==> src/rtl/mul_arbiter.sv <==
// mul_arbiter: shares one 8x8 signed shift-add multiplier between NREQ
// requesters. The block latches the winning requester's operands, pulses
// Mul_Run, follows Mul_Ready through the multiply, then returns the 16-bit
// product with a one-cycle done strobe to that requester.
//
// Build option: define MUL_ARB_ROUND_ROBIN_EN for round-robin arbitration.
// The search starts one past the last granted index. Without it, fixed
// priority applies and the lowest index wins.
//
// Ports:
//   Clk, Reset     clock; synchronous active-low reset
//   req[NREQ]      level requests, held until the matching done
//   a_in, b_in     packed 8-bit operands, requester i at [8i+7:8i]
//   gnt[NREQ]      one-hot grant, LAUNCH through RESPOND
//   done[NREQ]     one-cycle completion pulse to the granted requester
//   Result[16]     product of the last completed operation
//   Busy           high whenever the FSM is not IDLE
//   Mul_A, Mul_B   registered multiplier operands
//   Mul_Run        one-cycle multiplier start pulse
//   Mul_Ready      multiplier ready (low while multiplying)
//   Mul_Out        multiplier product
//   state_dbg      current FSM state encoding
//
// Handshake: a requester raises req[i] and holds it, with stable operands,
// until it is granted. The operands are captured on the IDLE edge that
// selects i. done[i] is the only completion indication. The multiplier side
// is started by a single Mul_Run cycle. Completion is the first Mul_Ready=1
// after Mul_Ready has been seen low.
module mul_arbiter #(
    parameter int NREQ = 4
) (
    input  logic              Clk,
    input  logic              Reset,
    input  logic [NREQ-1:0]   req,
    input  logic [NREQ*8-1:0] a_in,
    input  logic [NREQ*8-1:0] b_in,
    output logic [NREQ-1:0]   gnt,
    output logic [NREQ-1:0]   done,
    output logic [15:0]       Result,
    output logic              Busy,
    output logic [7:0]        Mul_A,
    output logic [7:0]        Mul_B,
    output logic              Mul_Run,
    input  logic              Mul_Ready,
    input  logic [15:0]       Mul_Out,
    output logic [2:0]        state_dbg
);

    localparam int IW = (NREQ > 1) ? $clog2(NREQ) : 1;

    typedef enum logic [2:0] {
        IDLE      = 3'd0,
        LAUNCH    = 3'd1,
        WAIT_BUSY = 3'd2,
        WAIT_DONE = 3'd3,
        RESPOND   = 3'd4
    } state_t;

    state_t        state;
    state_t        state_nxt;
    logic [IW-1:0] gnt_idx;
    logic [IW-1:0] win_idx;
    logic          win_valid;

`ifdef MUL_ARB_ROUND_ROBIN_EN
    logic [IW-1:0] rr_ptr;
    logic [IW:0]   cand;

    // Walk the requesters cyclically, starting one past the last grant.
    // One extra bit of width holds ptr+1+i before the wrap back into range.
    always_comb begin
        win_valid = 1'b0;
        win_idx   = '0;
        cand      = '0;
        for (int i = 0; i < NREQ; i++) begin
            cand = {1'b0, rr_ptr} + (IW+1)'(1) + (IW+1)'(i);
            if (cand >= (IW+1)'(NREQ)) begin
                cand = cand - (IW+1)'(NREQ);
            end
            if (!win_valid && req[cand[IW-1:0]]) begin
                win_valid = 1'b1;
                win_idx   = cand[IW-1:0];
            end
        end
    end

    always_ff @(posedge Clk) begin
        if (!Reset) begin
            rr_ptr <= IW'(NREQ - 1);
        end else if (state == IDLE && win_valid) begin
            rr_ptr <= win_idx;
        end
    end
`else
    // Fixed priority. Scanning downward lets the lowest set index win.
    always_comb begin
        win_valid = 1'b0;
        win_idx   = '0;
        for (int i = NREQ - 1; i >= 0; i--) begin
            if (req[i]) begin
                win_valid = 1'b1;
                win_idx   = IW'(i);
            end
        end
    end
`endif

    always_comb begin
        state_nxt = state;
        case (state)
            IDLE:      if (win_valid)  state_nxt = LAUNCH;
            LAUNCH:                    state_nxt = WAIT_BUSY;
            WAIT_BUSY: if (!Mul_Ready) state_nxt = WAIT_DONE;
            WAIT_DONE: if (Mul_Ready)  state_nxt = RESPOND;
            RESPOND:                   state_nxt = IDLE;
            default:                   state_nxt = IDLE;
        endcase
    end

    // Outputs decode from the state register and the registered grant index
    // only. This keeps req and Mul_Ready off every output path.
    always_comb begin
        gnt       = '0;
        done      = '0;
        Busy      = (state != IDLE);
        Mul_Run   = (state == LAUNCH);
        state_dbg = state;
        if (state != IDLE) begin
            gnt[gnt_idx] = 1'b1;
        end
        if (state == RESPOND) begin
            done[gnt_idx] = 1'b1;
        end
    end

    always_ff @(posedge Clk) begin
        if (!Reset) begin
            state   <= IDLE;
            gnt_idx <= '0;
            Mul_A   <= '0;
            Mul_B   <= '0;
            Result  <= '0;
        end else begin
            state <= state_nxt;
            // Operands are captured only at the launch decision, so later
            // changes on a_in/b_in cannot reach the multiplier mid-operation.
            if (state == IDLE && win_valid) begin
                gnt_idx <= win_idx;
                Mul_A   <= a_in[{win_idx, 3'b000} +: 8];
                Mul_B   <= b_in[{win_idx, 3'b000} +: 8];
            end
            if (state == WAIT_DONE && Mul_Ready) begin
                Result <= Mul_Out;
            end
        end
    end

endmodule

==> config.mk <==
export PLATFORM = sky130hd
export DESIGN_NAME = mul_arbiter
export DESIGN_NICKNAME = d
export VERILOG_FILES = /design/src/rtl/mul_arbiter.sv
export SDC_FILE = /design/constraint.sdc
export NUM_CORES = 1
export LEC_CHECK = 0
export ABC_AREA = 1
export CAP_MARGIN = 20
export CORE_MARGIN = 5
export CORE_UTILIZATION = 30
export CTS_CLUSTER_SIZE = 30
export DETAILED_ROUTE_END_ITERATION = 10
export MAX_ROUTING_LAYER = met4
export PLACE_DENSITY = 0.63
export RECOVER_POWER = 100
export SLEW_MARGIN = 20
export SYNTH_ARGS = -nofsm -noshare
export SYNTH_HDL_FRONTEND = slang
export SYNTH_SLANG_ARGS = --single-unit
==> constraint.sdc <==
create_clock -name Clk -period 1.7 [get_ports Clk]
set_input_delay 0.17 -clock Clk [delete_from_list [all_inputs] [get_ports Clk]]
set_output_delay 0.17 -clock Clk [all_outputs]
set_load 0.005 [all_outputs]
==> metrics.cfg, run 1 <==
[timing]
setup_tns_ps = 0
skew_ps = 6.41
tightest_slew_ps = 396
max_slew_margin = 0.735
hold_violations = 0
period_share = 0.930
fmax_mhz = 633
setup_viol = 0
rsz0062_at_grt = no
min_period_ps = 1580
hold_slack_ps = 459
slew_viol_final = 0

[placed_design]
hpwlAfterDp_mm = 6.40
gp_congestion = 0.760
io_buffers = 131

[run]
max-cap-violations = 0

[synthesis]
syn-num-nets = 480
synth_cells = 393
synth_cell_types = 22
synth_seq_cells = 37
yosysWarningCount = 0
synth-seq-area-share = 0.304
netlist_area_um2 = 2430
syn_avg_cell_area_um2 = 6.20

[min_path]
whs_path_depth = 2
hold_start = Result[9]
hold_end = Result[9]
hold_path_class = reg -> reg

[route]
drtIter0Drc = 95
dr_total_vias = 2822
routed_wl_mm = 8.13
avgRoutedWirePerCell_um = 13.0
via_per_inst = 4.53
firstDrtPassIters = 4
drc_errors = 0
ant_nets = 0

[setup_path]
r2r_cells = 7
required_ps = 1530
setup.worst_path.class = reg -> out
cp.arrival_ps = 1410
critPathCaptureType = primary output
rrSetupSlack_ps = 220
startpoint_type = register
reg2reg_to = Result[7]
reg2reg_from = state_dbg[0]
worstPathMaxFanout = 3

[clock_network]
clockBufferDepth = 2
cts_root_buf = clkbuf_8
post_cts_buffers = 0
cts.htree.levels = 2
cts_tree = built
clock-sinks = 37
cts_buffers = 5
insertion_delay_ps = 280
path_clk_slew_ps = 80

[power_and_ir_drop]
p_per_area_nw_per_um2 = 689
p_leak_uw = 0.00202
ir_drop_mv = 0.354

[floorplan]
io-pin-count = 132
die-area_um2 = 10000
coreArea_um2 = 7810
initial_core_util = 0.312
die_x_um = 100
num_rows = 32
die_h_um = 100

[global_routing]
grt_antenna_before_repair = 0
grt_pass1_vias = 2791
overflow = 0
grt_use_total = 0.171
grt_max_degree = 35
grt_first_pass_wirelength_mm = 13.4

[layout]
diodes = 0
area_growth_pct = 61.1
nets = 607
drive_above_1_share = 0.0883

[status]
status = finished, final reports clean

## cells in the mapped netlist, drive strengths merged
library cell	number	area (um^2)
a21oi	18	90.1
buf	12	90.1
dfxtp	37	741
nand3	99	556
nor3	10	61.3
clkbuf	9	83.8
nand2	74	290
o21ai	4	20.0
inv	91	347
nor2	38	153
clkinv	1	3.75
## kinds of logic after synthesis
| family | after synthesis | synth area share |
|---|---|---|
| DFF | 37 | 0.304 |
| buffers and inverters | 113 | 0.215 |
| AOI/OAI and AO/OA | 22 | 0.0452 |
| and+or+nand+nor | 221 | 0.435 |
## worst max-delay path, cell delays in order (launching register included)
cell	delay (ps)
dfxtp_2	380
inv_1	90
nor3_2	130
clkdlybuf4s50_1	530
## state kept, by name (all words and copies together) (netlist names)
signal	cells
Mul_A	8
Mul_B	8
Result	16
gnt_idx	2
state_dbg	3
## power breakdown
| group | total, uW | switching (uW) | leakage, uW | internal [uW] |
|---|---|---|---|---|
| Combinational | 901 | 421 | 0.00166 | 480 |
| Clock | 787 | 308 | 0.0000585 | 478 |
| Sequential | 1010 | 59.0 | 0.000304 | 956 |
## metal layers
layer	wire (um)	track usage
met2	4470	0.313
met3	316	0.0271
met4	187	0.0518
met5	0	-
met1	3160	0.189
## worst max-delay path by stage
stage	end	slack [ps]	cells after the start	from
floorplan	Result[0]	480	8	state_dbg[0]
detailed placement	Mul_A[0]	30	11	req[2]
global route	Mul_Run	9	3	state_dbg[0]
finish	Mul_Run	120	3	state_dbg[0]
global placement	Mul_B[3]	50	8	req[0]
CTS	Mul_Run	30	3	state_dbg[0]
## placed cells by master, fill, tap and decap left out
master / instances
dfxtp_1: 34
clkdlybuf4s50_1: 90
a21oi_1: 18
o21ai_0: 3
o21ai_1: 1
clkinv_1: 1
inv_4: 2
clkbuf_8: 6
nor3_1: 8
nor3_4: 1
nor2_1: 37
nand2_2: 4
nand3_1: 87
dfxtp_2: 3
buf_12: 3
clkbuf_1: 1
dlygate4sd3_1: 33
nor3_2: 1
inv_2: 5
nand2_1: 70
bufinv_16: 1
buf_4: 7
dlygate4sd2_1: 8
nand3_2: 12
inv_1: 84
nor2_4: 1
## final cells by class
cell class                      count  area, um^2
Clock buffer                        7        86.3
Clock inverter                      1        30.0
Sequential cell                    37         744
Timing Repair Buffer              141        1410
Fill cell                         828        3880
Tap cell                          102         128
Inverter                           92         350
Multi-Input combinational cell    243        1170
## through the flow
step	instance area (um^2)	cells	power, uW	util	setup slack, ps
after floorplan	2430	393	1510	-	480
after global placement	3810	615	1970	0.488	50.2
after detailed placement	3810	615	1980	0.488	33.6
after CTS	3930	623	2780	0.503	31.4
after global routing	3920	623	2900	0.502	9.21
final	3920	623	2700	0.502	119
## timing repair
item / 4_1_cts / 5_1_grt
gates resized for setup: 14 / 1
endpoints found under the setup margin: 9 / 1
endpoints found under the hold margin: 0 / 0
hold buffers: 0 / 0
Note: power is estimated with default switching activity, not from simulation.
==> inputs of run 2 (changes only) <==
--- a/config.mk
+++ b/config.mk
@@ -6,7 +6,7 @@
 export NUM_CORES = 1
 export LEC_CHECK = 0
 export ABC_AREA = 1
-export CAP_MARGIN = 20
+export CAP_MARGIN = 10
 export CORE_MARGIN = 5
 export CORE_UTILIZATION = 30
 export CTS_CLUSTER_SIZE = 30
==> results of run 2 <==
Final layout, timing and power as in run 1 (identical DEF).
==> inputs of run 3 (changes only) <==
--- a/config.mk
+++ b/config.mk
@@ -7,6 +7,7 @@
 export LEC_CHECK = 0
 export ABC_AREA = 1
 export CAP_MARGIN = 10
+export CORE_ASPECT_RATIO = 1.1
 export CORE_MARGIN = 5
 export CORE_UTILIZATION = 30
 export CTS_CLUSTER_SIZE = 30
==> run 3 against run 2 <==
  * Via count is 1.7% lower
  * Flip-flop and latch count stayed put
  * First-iteration DRC count rose by 69%
  * Sequential power about the same
  * Sequential share of layout area grew 0.22 points
  * Critical path depth is 1 higher
  * Global-route usage about the same
  * Final area shrank 0.32%
  * Core utilization down 0.83 points
  * Critical endpoint is now Busy
==> metrics.cfg, run 3 (synthesis results as in run 1) <==
[layout]
drive_above_1_share = 0.0897
largest_reg_flops = 16
fillers = 841
final_common_cell = nand3_1
multi_input_area_um2 = 1150
regMostFlops = Result
seq_area_um2 = 751
area_growth_pct = 60.6
final_cell_mix = nand3_1 (90), clkdlybuf4s50_1 (88), inv_1 (85), nand2_1 (71), nor2_1 (37)
diodes = 0
top_regs = Result (16), Mul_A (8), Mul_B (8)
nets = 610

[global_routing]
overflow = 0
grt_antenna_before_repair = 0
grt_pass1_vias = 2633
grt_max_degree = 35
grt_first_pass_wirelength_mm = 13.0
grt_use_total = 0.171

[timing]
max_slew_margin = 0.646
setup_tns_ps = 0
setup_viol = 0
fmax_mhz = 632
slew_viol_final = 0
hold_violations = 0
min_period_ps = 1580
skew_ps = 5.69
setup_ws_ps = 118
rsz0062_at_grt = no
hold_slack_ps = 452
period_share = 0.930
tightest_slew_ps = 526

[clock_network]
cts_root_buf = clkbuf_8
cts_tree = built
path_clk_slew_ps = 80
ctsHoldBuffers = 0
post_cts_buffers = 0
cts_buffers = 5
cts.htree.levels = 2
clockBufferDepth = 2
insertion_delay_ps = 290
clock-sinks = 37

[power_and_ir_drop]
seq_power_share = 0.391
intPower_uw = 1770
p_per_area_nw_per_um2 = 661
netSwitchingPower_uw = 816
pwr-share-clk = 0.254
p_leak_uw = 0.00201
ir_drop_mv = 0.316
swShare = 0.316
power_frac_comb = 0.356

[status]
status = finished, final reports clean

[floorplan]
coreArea_um2 = 7910
initial_core_util = 0.308
io-pin-count = 132
num_rows = 34
die-area_um2 = 10000
die_h_um = 104
die_x_um = 95.9

[route]
avgRoutedWirePerCell_um = 13.0
dr_total_vias = 2774
ant_nets = 0
drc_errors = 0
firstDrtPassIters = 4
drtIter0Drc = 161
routed_wl_mm = 8.19
via_per_inst = 4.39

[setup_path]
cp.arrival_ps = 1410
cp_cell_sequence = inv_2 -> nand2_1 -> buf_4 -> clkdlybuf4s50_1
cp_slowest_cell = clkdlybuf4s50_1
critical-path-max-stage-delay_ps = 490
required_ps = 1530
startpoint_type = register
critPathCaptureType = primary output
worstPathMaxFanout = 5
setup.worst_path.class = reg -> out

[placed_design]
post-place-ws_ps = 27.1
gp_congestion = 0.836
io_buffers = 131
hpwlAfterDp_mm = 6.62

[run]
max-cap-violations = 0

[min_path]
hold_path_class = in -> reg

## run 3: cell count changes in the layout (fill, tap and decap cells not counted), moves of 2 or more
cell             before  now
clkdlybuf4s50_1      90   88
dfxtp_4               0    2
nand3_1              87   90
dlygate4sd2_1         8    6
nand3_2              12    9
dlygate4sd3_1        33   35
clkdlybuf4s25_1       0    2
buf_4                 7   11
nor3_2                1    3
## run 3: worst paths after layout
path,start,endpoint,slack [ps],cells past startpoint
min reg2reg,Result[13],Result[13],460,2
min,Mul_Out[5],Result[5],450,3
max,state_dbg[1],Busy,120,4
max reg2reg,state_dbg[2],Mul_B[5],230,8
## run 3: cell type report
class                   count  area share
repair buffers            144       0.365
multi-input cells         243       0.294
flip-flops and latches     37       0.192
inverters                  92      0.0896
well taps                 108      0.0346
clock buffers               6      0.0211
clock inverters             2     0.00352
## run 3: routing by layer
metal  GRT usage  part of all wire  vias to the layer above
li1            -                 -                     1459
met1       0.204              0.41                     1236
met2       0.292              0.52                       72
met3      0.0297             0.050                        7
met4      0.0457             0.015                        0
met5           -                 0                        -
## run 3: power by group through the flow
stage / clock [uW] / combinational [uW] / sequential, uW
after floorplan: 0 / 478 / 1030
after global placement: 0 / 959 / 1030
after detailed placement: 0 / 974 / 1030
after CTS: 674 / 976 / 1010
after global routing: 712 / 1030 / 1020
final: 655 / 919 / 1010
## run 3: per-stage QoR
stage	util	instance area, um^2	std cells	power [uW]
floorplan	-	2430	393	1510
global placement	0.484	3830	624	1990
detailed placement	0.484	3830	624	2000
CTS	0.499	3950	632	2660
global route	0.494	3910	632	2760
finish	0.494	3910	632	2580
## run 3: critical path: cells and delay by family, from the launching register on
family                 cells  cell delay [ps]
buffers and inverters      3              660
DFF                        1              380
and+or+nand+nor            1               80
## run 3: timing repair
action | CTS | global route
gates resized for setup | 16 | 3
endpoints found under the setup margin | 9 | 2
hold endpoints to repair | 0 | 0
